File: config.mk
export PLATFORM = sky130hd
export DESIGN_NAME = delay_line_ctrl
export DESIGN_NICKNAME = d
export VERILOG_FILES = /design/src/rtl/delay_line_ctrl.sv
export SDC_FILE = /design/constraint.sdc
export NUM_CORES = 1
export LEC_CHECK = 0
export BUFFER_PORTS_ARGS = -buffer_cell sky130_fd_sc_hd__buf_2
export CORE_MARGIN = 10
export CORE_UTILIZATION = 55
export CTS_CLUSTER_DIAMETER = 150
export DETAILED_ROUTE_END_ITERATION = 7
export PLACE_DENSITY_LB_ADDON = 0.25
export SLEW_MARGIN = 20
export SYNTH_ARGS = -nofsm -noshare
export SYNTH_HDL_FRONTEND = slang
export SYNTH_SLANG_ARGS = --single-unit
File: constraint.sdc
create_clock -name sysclk -period 5.1 [get_ports sysclk]
set_clock_uncertainty 0.1 [all_clocks]
set_input_delay 0.51 -clock sysclk [delete_from_list [all_inputs] [get_ports sysclk]]
set_output_delay 0.51 -clock sysclk [all_outputs]
set_load 0.01 [all_outputs]
File: src/rtl/delay_line_ctrl.sv
// Read-then-write sequencer for a single-port RAM variable-delay line (ADC -> DAC).
// Build option: define ECHO_MIX_EN to average the delayed and current samples (echo mix).
module delay_line_ctrl #(
    parameter int              DW      = 10,
    parameter int              AW      = 13,
    parameter logic [DW-1:0]   SILENCE = 10'd512
) (
    input  logic          sysclk,
    input  logic          rst,
    input  logic          data_valid,
    input  logic [DW-1:0] data_in,
    input  logic [AW-1:0] delay,
    output logic [AW-1:0] ram_addr,
    output logic          ram_we,
    output logic [DW-1:0] ram_wdata,
    input  logic [DW-1:0] ram_rdata,
    output logic [DW-1:0] data_out,
    output logic          out_valid,
    output logic          busy,
    output logic          overrun
);

    typedef enum logic [1:0] {
        ST_IDLE,
        ST_RD,
        ST_CAP,
        ST_WR
    } state_t;

    state_t        state_q,    state_d;
    logic [AW-1:0] wr_ptr_q,   wr_ptr_d;
    logic [AW-1:0] fill_q,     fill_d;
    logic [AW-1:0] d_q,        d_d;
    logic [DW-1:0] sample_q,   sample_d;
    logic [DW-1:0] data_out_q, data_out_d;
    logic          overrun_q,  overrun_d;
    logic [DW-1:0] cap_val;

    // NOTE: state registers use non-blocking assignments only; the RAM itself is
    // external and deliberately left uninitialised, since fill_q masks stale words.
    always_ff @(posedge sysclk) begin
        if (rst) begin
            state_q    <= ST_IDLE;
            wr_ptr_q   <= '0;
            fill_q     <= '0;
            d_q        <= '0;
            sample_q   <= '0;
            data_out_q <= SILENCE;
            overrun_q  <= 1'b0;
        end else begin
            state_q    <= state_d;
            wr_ptr_q   <= wr_ptr_d;
            fill_q     <= fill_d;
            d_q        <= d_d;
            sample_q   <= sample_d;
            data_out_q <= data_out_d;
            overrun_q  <= overrun_d;
        end
    end

`ifdef ECHO_MIX_EN
    logic [DW-1:0] mix_src;
    logic [DW:0]   mix_sum;

    always_comb begin
        mix_src = (d_q > fill_q) ? SILENCE : ram_rdata;
        mix_sum = {1'b0, sample_q} + {1'b0, mix_src};
        cap_val = (d_q == '0) ? sample_q : DW'(mix_sum >> 1);
    end
`else
    always_comb begin
        if (d_q == '0) begin
            cap_val = sample_q;
        end else if (d_q > fill_q) begin
            cap_val = SILENCE;
        end else begin
            cap_val = ram_rdata;
        end
    end
`endif

    // NOTE: every next-state signal holds its current value by default so that no
    // branch of the case statement leaves one unassigned (no inferred latches).
    always_comb begin
        state_d    = state_q;
        wr_ptr_d   = wr_ptr_q;
        fill_d     = fill_q;
        d_d        = d_q;
        sample_d   = sample_q;
        data_out_d = data_out_q;
        overrun_d  = overrun_q;

        if (data_valid && (state_q != ST_IDLE)) begin
            overrun_d = 1'b1;
        end

        unique case (state_q)
            ST_IDLE: begin
                if (data_valid) begin
                    sample_d = data_in;
                    // delay is AW bits wide, so min(delay, DEPTH-1) is delay itself
                    d_d      = delay;
                    state_d  = ST_RD;
                end
            end
            ST_RD: begin
                state_d = ST_CAP;
            end
            ST_CAP: begin
                data_out_d = cap_val;
                state_d    = ST_WR;
            end
            ST_WR: begin
                wr_ptr_d = wr_ptr_q + 1'b1;
                fill_d   = (fill_q == '1) ? fill_q : fill_q + 1'b1;
                state_d  = ST_IDLE;
            end
            default: begin
                state_d = ST_IDLE;
            end
        endcase
    end

    // Write strobe is qualified with rst so an abort during WR never commits a sample.
    always_comb begin
        ram_addr  = wr_ptr_q;
        ram_wdata = '0;
        ram_we    = 1'b0;
        out_valid = 1'b0;
        if (state_q == ST_RD) begin
            ram_addr = wr_ptr_q - d_q;
        end
        if (state_q == ST_WR) begin
            ram_wdata = sample_q;
            ram_we    = ~rst;
            out_valid = ~rst;
        end
    end

    assign busy     = (state_q != ST_IDLE);
    assign data_out = data_out_q;
    assign overrun  = overrun_q;

endmodule

==> results of run 1 <==
-- kinds of logic after synthesis --
logic type | share of synthesized area
fa+ha+maj | 0.107
mux | 0.0457
xor+xnor | 0.0484
compound gates | 0.189
flops | 0.326
buf+inv | 0.0599
simple gates | 0.223
-- power by group --
part           leakage [nW]  internal (mW)  switching [mW]
Sequential            0.504          0.562          0.0648
Combinational          1.32          0.363           0.508
Clock                 0.106          0.277           0.214
Total                  1.93           1.20           0.787
-- stage by stage --
step,instances,setup slack (ns),total power [mW]
floorplan,465,2.43,1.27
global placement,595,2.23,1.49
detailed placement,595,2.12,1.51
CTS,611,1.73,2.00
global route,611,1.59,2.13
finish,611,1.76,1.99
-- placed cells by master (no fill, tap or decap), drive strengths merged, types with 6 or more instances in the layout --
| cell type | n |
|---|---|
| buf | 72 |
| nand2 | 66 |
| dfxtp | 62 |
| nor2 | 42 |
| a21oi | 41 |
| inv | 35 |
| ha | 31 |
| mux2i | 14 |
| a21o | 12 |
| and2 | 12 |
| xnor2 | 11 |
| xor2 | 10 |
| a211oi | 10 |
| o21ai | 10 |
| nor3 | 10 |
| o21a | 9 |
| clkbuf | 9 |
| nand3 | 8 |
| nand4 | 8 |
| or3 | 6 |
| nor4 | 6 |
-- registers in the layout, indices dropped and copies added, names as in the netlist --
name / count
fill_q: 13
d_q: 13
state_q: 2
wr_ptr_q: 13
sample_q: 10
overrun: 1
data_out: 10
-- routing by layer --
layer / global-route usage / share of wire / vias to the layer above
li1: - / - / 1720
met1: 0.207 / 0.43 / 1540
met2: 0.302 / 0.49 / 78
met3: 0.0469 / 0.058 / 17
met4: 0.102 / 0.020 / 0
met5: 0 / 0 / -
-- critical path: cells and delay by family, from the launching register on --
kind,cells,cell delay (ns)
fa+ha+maj,2,0.63
mux,1,0.13
buf+inv,2,0.21
simple gates,1,0.20
flops,1,0.42
compound gates,4,0.80
-- final timing paths --
| kind | end | slack [ns] | depth (start not counted) |
|---|---|---|---|
| max reg2reg | data_out[9]$_SDFFE_PP1P_ | 2.56 | 4 |
| min | sample_q[0]$_SDFFE_PP0P_ | 0.29 | 3 |
| min reg2reg | overrun$_SDFFE_PP0P_ | 0.37 | 2 |
| max | ram_addr[10] | 1.76 | 10 |
-- area by class of cell --
class | instances | area, sq um | share of cell area
multi-input combinational | 347 | 2330 | 0.532
sequential | 62 | 1240 | 0.283
clock inverter | 7 | 97.6 | 0.0223
tap | 80 | 100 | 0.0228
timing repair buffer | 72 | 360 | 0.0822
inverter | 34 | 128 | 0.0291
clock buffer | 9 | 124 | 0.0282
==> results.toml, run 1 <==
[clock_tree]
cts_resized = 0
cts_hold_buffers = 0
h-tree-depth = 3
post-cts-setup-buffers = 0
clockRootBuffer = "clkbuf_8"
clkTransAtPathRegs_ns = 0.08
clockBufferDepth = 2
clk_latency_ns = 0.34
cts_buffers = 9
tritoncts = "done"
clock_sinks = 62

[worst_hold_path]
min_from = "data_in[0]"
min_path_type = "in -> reg"

[cells_and_area]
n_antenna_cell = 0
fill_cells = 599
post-route-util = 0.649
drive_above_1_share = 0.205
stdcell_area_sq_mm = 0.00439
layout.nets = 594
syn_to_final_growth_pct = 15.3

[critical_path]
required_ns = 4.49
critPathMaxStageDelay_ns = 0.42
critical_path.startpoint = "wr_ptr_q[0]$_SDFFE_PP0P_"
startpoint_type = "flop"
criticalPathCategory = "reg -> out"
path_max_fanout = 5
cpMaxStageDelayCell = "dfxtp_1"
cp_cell_sequence = "inv_1, ha_1, fa_1, nor2b_1, o31ai_2, o211ai_1, a21oi_1, mux2i_1, a211o_1, buf_2"
setup.worst_path.end_class = "primary output"
reg2reg_from = "d_q[5]$_SDFFE_PP0P_"
cp_data_arrival_time_ns = 2.73

[synthesis]
ys_seq_elements = 62
ys.flop_type = "dfxtp_1"
synth_top_area_frac = 0.326
syn-num-nets = 533
yosys.area.top_type = "dfxtp_1"
syn_avg_cell_area_sq_um = 8.18
synth_cells = 465
ys_seq_area_frac = 0.326
yosys-top-cells-area = "dfxtp_1 (33%), ha_1 (10%), nand2_1 (6.5%)"
synth-async-reset-ratio = 0
synth_most_common_cell = "nand2_1"
yosysWarnings = 0
synth_edf_count = 0
synth_common_cells = "nand2_1 (66), dfxtp_1 (62), nor2_1 (42)"
synth_area_sq_mm = 0.00380
ys_types = 51

[route]
drt_pass1_iterations = 4
ant_nets = 0
drc = 0
wl_um = 9480
wire_per_inst_um = 15.5
first_iter_violations = 129
num_vias = 3355
vias_per_cell = 5.49

[die]
die_x_um = 103
start_util = 0.563
row_count = 30
dieArea_sq_mm = 0.0106
ios = 73
die_y_um = 103
core_sq_mm = 0.00676

[pwr]
power.density_mw_per_mm2 = 453
power_leakage_nw = 1.93
peakVddDrop_uv = 284

[run_status]
status = "finished, final reports clean"

[global_routing]
grt_pass1_vias = 3345
grt_start_max_net_pins = 55
groute.usage.overall = 0.182
grt_pass1_wl_um = 15500
antenna_found_initial = 0
overflow = 0

[sta]
timing.setup.tns_ns = 0
relSlewSlack = 0.336
tightest_slew_ns = 0.996
whs_ns = 0.290
min_period_over_period = 0.655
setup_viol = 0
max_freq_mhz = 299
rsz0062_at_grt = "false"
hold_viol_final = 0
drv_slew = 0
min_period_ns = 3.34

[place]
place_area_sq_mm = 0.00416
dp_hpwl_um = 7130
gp_congestion = 0.908
portBuffers = 72

[job]
maxCapViolations = 0
Note: power is estimated with default switching activity, not from simulation.
==> inputs of run 2 (changes only) <==
- clock period: 5.1 -> 3.2 ns (I/O delays scaled with it)
==> run 2 against run 1 <==
  * Final area is 2.0% higher
  * Total power grew 65%
  * Highest routed layer unchanged
  * Combinational power increased by 64%
  * First-iteration DRC count is 33% higher
  * Die area did not move
  * Largest cell class unchanged
  * Critical path type unchanged
  * Routed wire length increased by 2.1%
==> results.toml, run 2 (synthesis results as in run 1) <==
[run_status]
status = "finished, final reports clean"

[cells_and_area]
layout_common_cells = "buf_2 (72), nand2_1 (66), dfxtp_1 (61), nor2_1 (42), a21oi_1 (41)"
stdcell_area_sq_mm = 0.00447
fill_cells = 602
multi_input_area_sq_mm = 0.00234
final_common_cell = "buf_2"
n_antenna_cell = 0
drive_above_1_share = 0.219
layout.nets = 601
regArea_sq_mm = 0.00124
top_regs = "d_q (13), fill_q (13), wr_ptr_q (13)"
syn_to_final_growth_pct = 17.6

[critical_path]
criticalPathCategory = "reg -> out"
setup.worst_path.end_class = "primary output"
path_max_fanout = 5
cpMaxStageDelayCell = "fa_1"
r2r-end = "data_out[9]$_SDFFE_PP1P_"
required_ns = 2.78
cp_data_arrival_time_ns = 2.55
critPathMaxStageDelay_ns = 0.41
r2r.worst_path.cells = 8
cp_cell_sequence = "inv_1, ha_1, fa_1, nor2b_2, o31ai_2, o211ai_1, a21oi_1, mux2i_1, a211o_1, buf_2"
reg2reg_from = "fill_q[2]$_SDFFE_PP0P_"
startpoint_type = "flop"
reg2reg_setup_slack_ns = 0.67
cp_top_family = "compound AO/OA/AOI/OAI gates"
critPathBufInv = 2

[route]
first_iter_violations = 171
drt_pass1_iterations = 4
ant_nets = 0
wl_um = 9670
num_vias = 3411
vias_per_cell = 5.52
drc = 0
wire_per_inst_um = 15.7

[global_routing]
grt_pass1_wl_um = 15700
grt_pass1_vias = 3381
grt_use_met2 = 0.326
overflow = 0
grt_start_max_net_pins = 37
top_usage_layer = "met2"
antenna_found_initial = 0
grt_util_met3 = 0.0483
global_route.usage.met1 = 0.206
groute.usage.overall = 0.184

[clock_tree]
cts_hold_buffers = 0
cts_buffers = 9
clockRootBuffer = "clkbuf_8"
tritoncts = "done"
clkTransAtPathRegs_ns = 0.07
clockBufferDepth = 2
clk_latency_ns = 0.33
h-tree-depth = 3
clock_sinks = 62

[pwr]
power.density_mw_per_mm2 = 733
peakVddDrop_uv = 361
power_leakage_nw = 1.99
power_mw = 3.28

[die]
die_y_um = 103
row_count = 30
core_sq_mm = 0.00676
ios = 73
die_x_um = 103
start_util = 0.563
dieArea_sq_mm = 0.0106

[place]
gp_congestion = 0.909
dp_hpwl_um = 7330
place_area_sq_mm = 0.00421
portBuffers = 72
dp_slack_ns = 0.455

[worst_hold_path]
hold-path-cell-count = 3
whs_endpoint = "sample_q[7]$_SDFFE_PP0P_"
min_path_type = "in -> reg"
min_from = "data_in[7]"

[job]
maxCapViolations = 0

[sta]
worst_slack_ns = 0.230
max_freq_mhz = 337
hold_viol_final = 0
drv_slew = 0
tightest_slew_ns = 0.874
setup_viol = 0
min_period_ns = 2.97
relSlewSlack = 0.417
min_period_over_period = 0.928
rsz0062_at_grt = "false"
timing.setup.tns_ns = 0
run 2: report_power, final:
group          switching [mW]  total (mW)  internal [mW]  leakage (nW)
Combinational           0.821        1.43          0.609          1.36
Sequential              0.105        1.00          0.896         0.505
Clock                   0.301       0.846          0.546         0.129
Total                    1.23        3.28           2.05          1.99
run 2: worst max path at each step:
stage                             start  cells past startpoint      endpoint  slack [ns]
2_1_floorplan  wr_ptr_q[0]$_SDFFE_PP0P_                      9  ram_addr[10]        0.72
3_3_place_gp   wr_ptr_q[0]$_SDFFE_PP0P_                     10  ram_addr[10]        0.52
3_5_place_dp   wr_ptr_q[0]$_SDFFE_PP0P_                     10  ram_addr[10]        0.46
4_1_cts        wr_ptr_q[0]$_SDFFE_PP0P_                     10  ram_addr[10]        0.08
5_1_grt        wr_ptr_q[0]$_SDFFE_PP0P_                     10  ram_addr[12]        0.05
6_report       wr_ptr_q[0]$_SDFFE_PP0P_                     10  ram_addr[10]        0.23
run 2: layout make-up:
class	instances	area share
Multi-Input combinational cell	347	0.523
Sequential cell	62	0.278
Timing Repair Buffer	79	0.0923
Clock buffer	14	0.0431
Inverter	34	0.0285
Tap cell	80	0.0224
Clock inverter	2	0.0134
run 2: repair_timing:
| action | in CTS | in global routing |
|---|---|---|
| gates resized for setup | 0 | 2 |
| setup buffers | 0 | 1 |
| setup endpoints to repair | 0 | 2 |
run 2: through the flow:
stage / utilization / hold WS (ns) / cells
after floorplan: - / 0.344 / 465
after global placement: 0.623 / 0.347 / 601
after detailed placement: 0.623 / 0.361 / 601
after CTS: 0.660 / 0.0978 / 617
after global routing: 0.662 / 0.125 / 618
final: 0.662 / 0.116 / 618
run 2: metal layers:
| metal | vias to the layer above | wire length, um |
|---|---|---|
| met5 | - | 0 |
| met4 | 0 | 115 |
| met3 | 9 | 430 |
| met2 | 59 | 4860 |
| met1 | 1602 | 4260 |
| li1 | 1741 | - |
run 2: worst reg2reg max path, stage by stage (launching register included):
cell      delay, ns
dfxtp_1        0.45
inv_1          0.08
ha_1           0.32
a21o_1         0.19
a21o_1         0.18
a221oi_1       0.25
o221ai_1       0.15
a41o_1         0.46
nand2b_1       0.24
==> inputs of run 3 (changes only) <==
- CORE_MARGIN: 10 -> 1
==> run 3 against run 2 <==
  * Setup slack worse by 0.078 ns
  * Sequential cell count is the same
  * Clock power is 4.7% lower
  * Die area shrank 32%
  * Critical path depth is the same
  * Cell count is 0.97% lower
  * Routed wire length shrank 6.8%
  * Sequential share of layout area rose by 0.35 points
  * Critical endpoint unchanged
  * Clock-buffer cell count down 5
==> results.toml, run 3 (synthesis results as in run 1) <==
[run_status]
status = "finished, final reports clean"

[critical_path]
path_max_fanout = 5
criticalPathCategory = "reg -> out"
cp_data_arrival_time_ns = 2.63
required_ns = 2.78
startpoint_type = "flop"
setup.worst_path.end_class = "primary output"

[place]
portBuffers = 72
place_area_sq_mm = 0.00419
dp_slack_ns = 0.481
gp_congestion = 0.929
dp_hpwl_um = 6640

[route]
wire_per_inst_um = 14.7
drc = 0
num_vias = 3418
drt_pass1_iterations = 5
vias_per_cell = 5.58
ant_nets = 0
wl_um = 9010
first_iter_violations = 116

[global_routing]
grt_pass1_vias = 3251
overflow = 0
grt_pass1_wl_um = 14900
groute.usage.overall = 0.262
grt_start_max_net_pins = 35
antenna_found_initial = 0

[pwr]
clkPwrFrac = 0.251
power_frac_seq = 0.311
p_sw_mw = 1.27
p_sw_frac = 0.397
power.density_mw_per_mm2 = 725
peakVddDrop_uv = 456
power_frac_comb = 0.438
power_leakage_nw = 1.96
p_int_mw = 1.94

[sta]
rsz0062_at_grt = "false"
relSlewSlack = 0.395
hold_viol_final = 0
min_period_over_period = 0.952
drv_slew = 0
worst_slack_ns = 0.153
timing.setup.tns_ns = 0
max_freq_mhz = 328
setup_viol = 0
whs_ns = 0.0851
tightest_slew_ns = 0.907
min_period_ns = 3.05

[die]
ios = 73
die_y_um = 85.2
die_x_um = 85.2
core_sq_mm = 0.00649
start_util = 0.586
row_count = 29
dieArea_sq_mm = 0.00725

[worst_hold_path]
min_path_type = "in -> reg"

[clock_tree]
post-cts-setup-buffers = 0
clk_latency_ns = 0.37
cts_buffers = 9
tritoncts = "done"
clockRootBuffer = "clkbuf_8"
clockBufferDepth = 2
h-tree-depth = 3
clkTransAtPathRegs_ns = 0.09
clock_sinks = 62

[cells_and_area]
top_regs = "d_q (13), fill_q (13), wr_ptr_q (13)"
final_common_cell = "buf_2"
stdcell_area_sq_mm = 0.00442
n_antenna_cell = 0
layout_common_cells = "buf_2 (72), nand2_1 (66), dfxtp_1 (60), nor2_1 (42), a21oi_1 (41)"
syn_to_final_growth_pct = 16.2
post-route-util = 0.681
layout.nets = 598
drive_above_1_share = 0.215

[job]
maxCapViolations = 0
run 3: changes by cell type in the layout (fill, tap and decap cells not counted):
cell        change
clkbuf_8        -5
clkinvlp_4      +1
dfxtp_2         +1
nor2b_2         -1
dfxtp_1         -1
nor2b_1         +1
inv_6           +2
inv_8           +1
clkinv_4        +1
buf_4           -3
run 3: final cells by class:
type | instances | area (sq um)
well taps | 77 | 96.3
clock buffers | 9 | 124
repair buffers | 76 | 390
multi-input cells | 347 | 2330
inverters | 34 | 128
clock inverters | 7 | 105
fillers | 541 | 2070
flip-flops and latches | 62 | 1240
run 3: layer usage:
metal | vias to the layer above | wire length (um) | GRT usage
li1 | 1737 | - | -
met1 | 1564 | 3940 | 0.318
met2 | 96 | 4380 | 0.443
met3 | 21 | 464 | 0.0574
met4 | 0 | 236 | 0.120
met5 | - | 0 | 0
run 3: per-stage QoR:
stage	power (mW)	cells
after CTS	3.21	612
after global placement	2.36	596
after detailed placement	2.40	596
after floorplan	2.03	465
final	3.21	612
after global routing	3.41	612
run 3: path summary, 6_finish.rpt:
check                            from                        to  slack (ns)  cells after the start
max reg2reg    fill_q[2]$_SDFFE_PP0P_  data_out[9]$_SDFFE_PP1P_        0.68                      8
min                        data_in[8]  sample_q[8]$_SDFFE_PP0P_        0.09                      3
max          wr_ptr_q[0]$_SDFFE_PP0P_              ram_addr[10]        0.15                     10
min reg2reg  sample_q[2]$_SDFFE_PP0P_  sample_q[2]$_SDFFE_PP0P_        0.37                      2
run 3: power by group through the flow:
| stage | clock, mW | combinational [mW] | sequential, mW |
|---|---|---|---|
| finish | 0.806 | 1.40 | 0.997 |
| global route | 0.853 | 1.55 | 1.01 |
| CTS | 0.812 | 1.40 | 0.994 |
| detailed placement | 0 | 1.39 | 1.01 |
| global placement | 0 | 1.36 | 1.01 |
| floorplan | 0 | 1.02 | 1.01 |
run 3: repair_timing:
| item | in CTS | in global routing |
|---|---|---|
| setup endpoints to repair | 0 | 2 |
| hold buffers | 0 | 0 |
| resized for setup | 0 | 2 |
run 3: worst max-delay path, stage by stage, from the launching register on:
cell and delay, ns:
dfxtp_2 0.37, inv_1 0.05, ha_1 0.22, fa_1 0.41
nor2b_1 0.19, o31ai_2 0.11, o211ai_1 0.25, a21oi_1 0.13
mux2i_1 0.13, a211o_1 0.26, buf_2 0.13
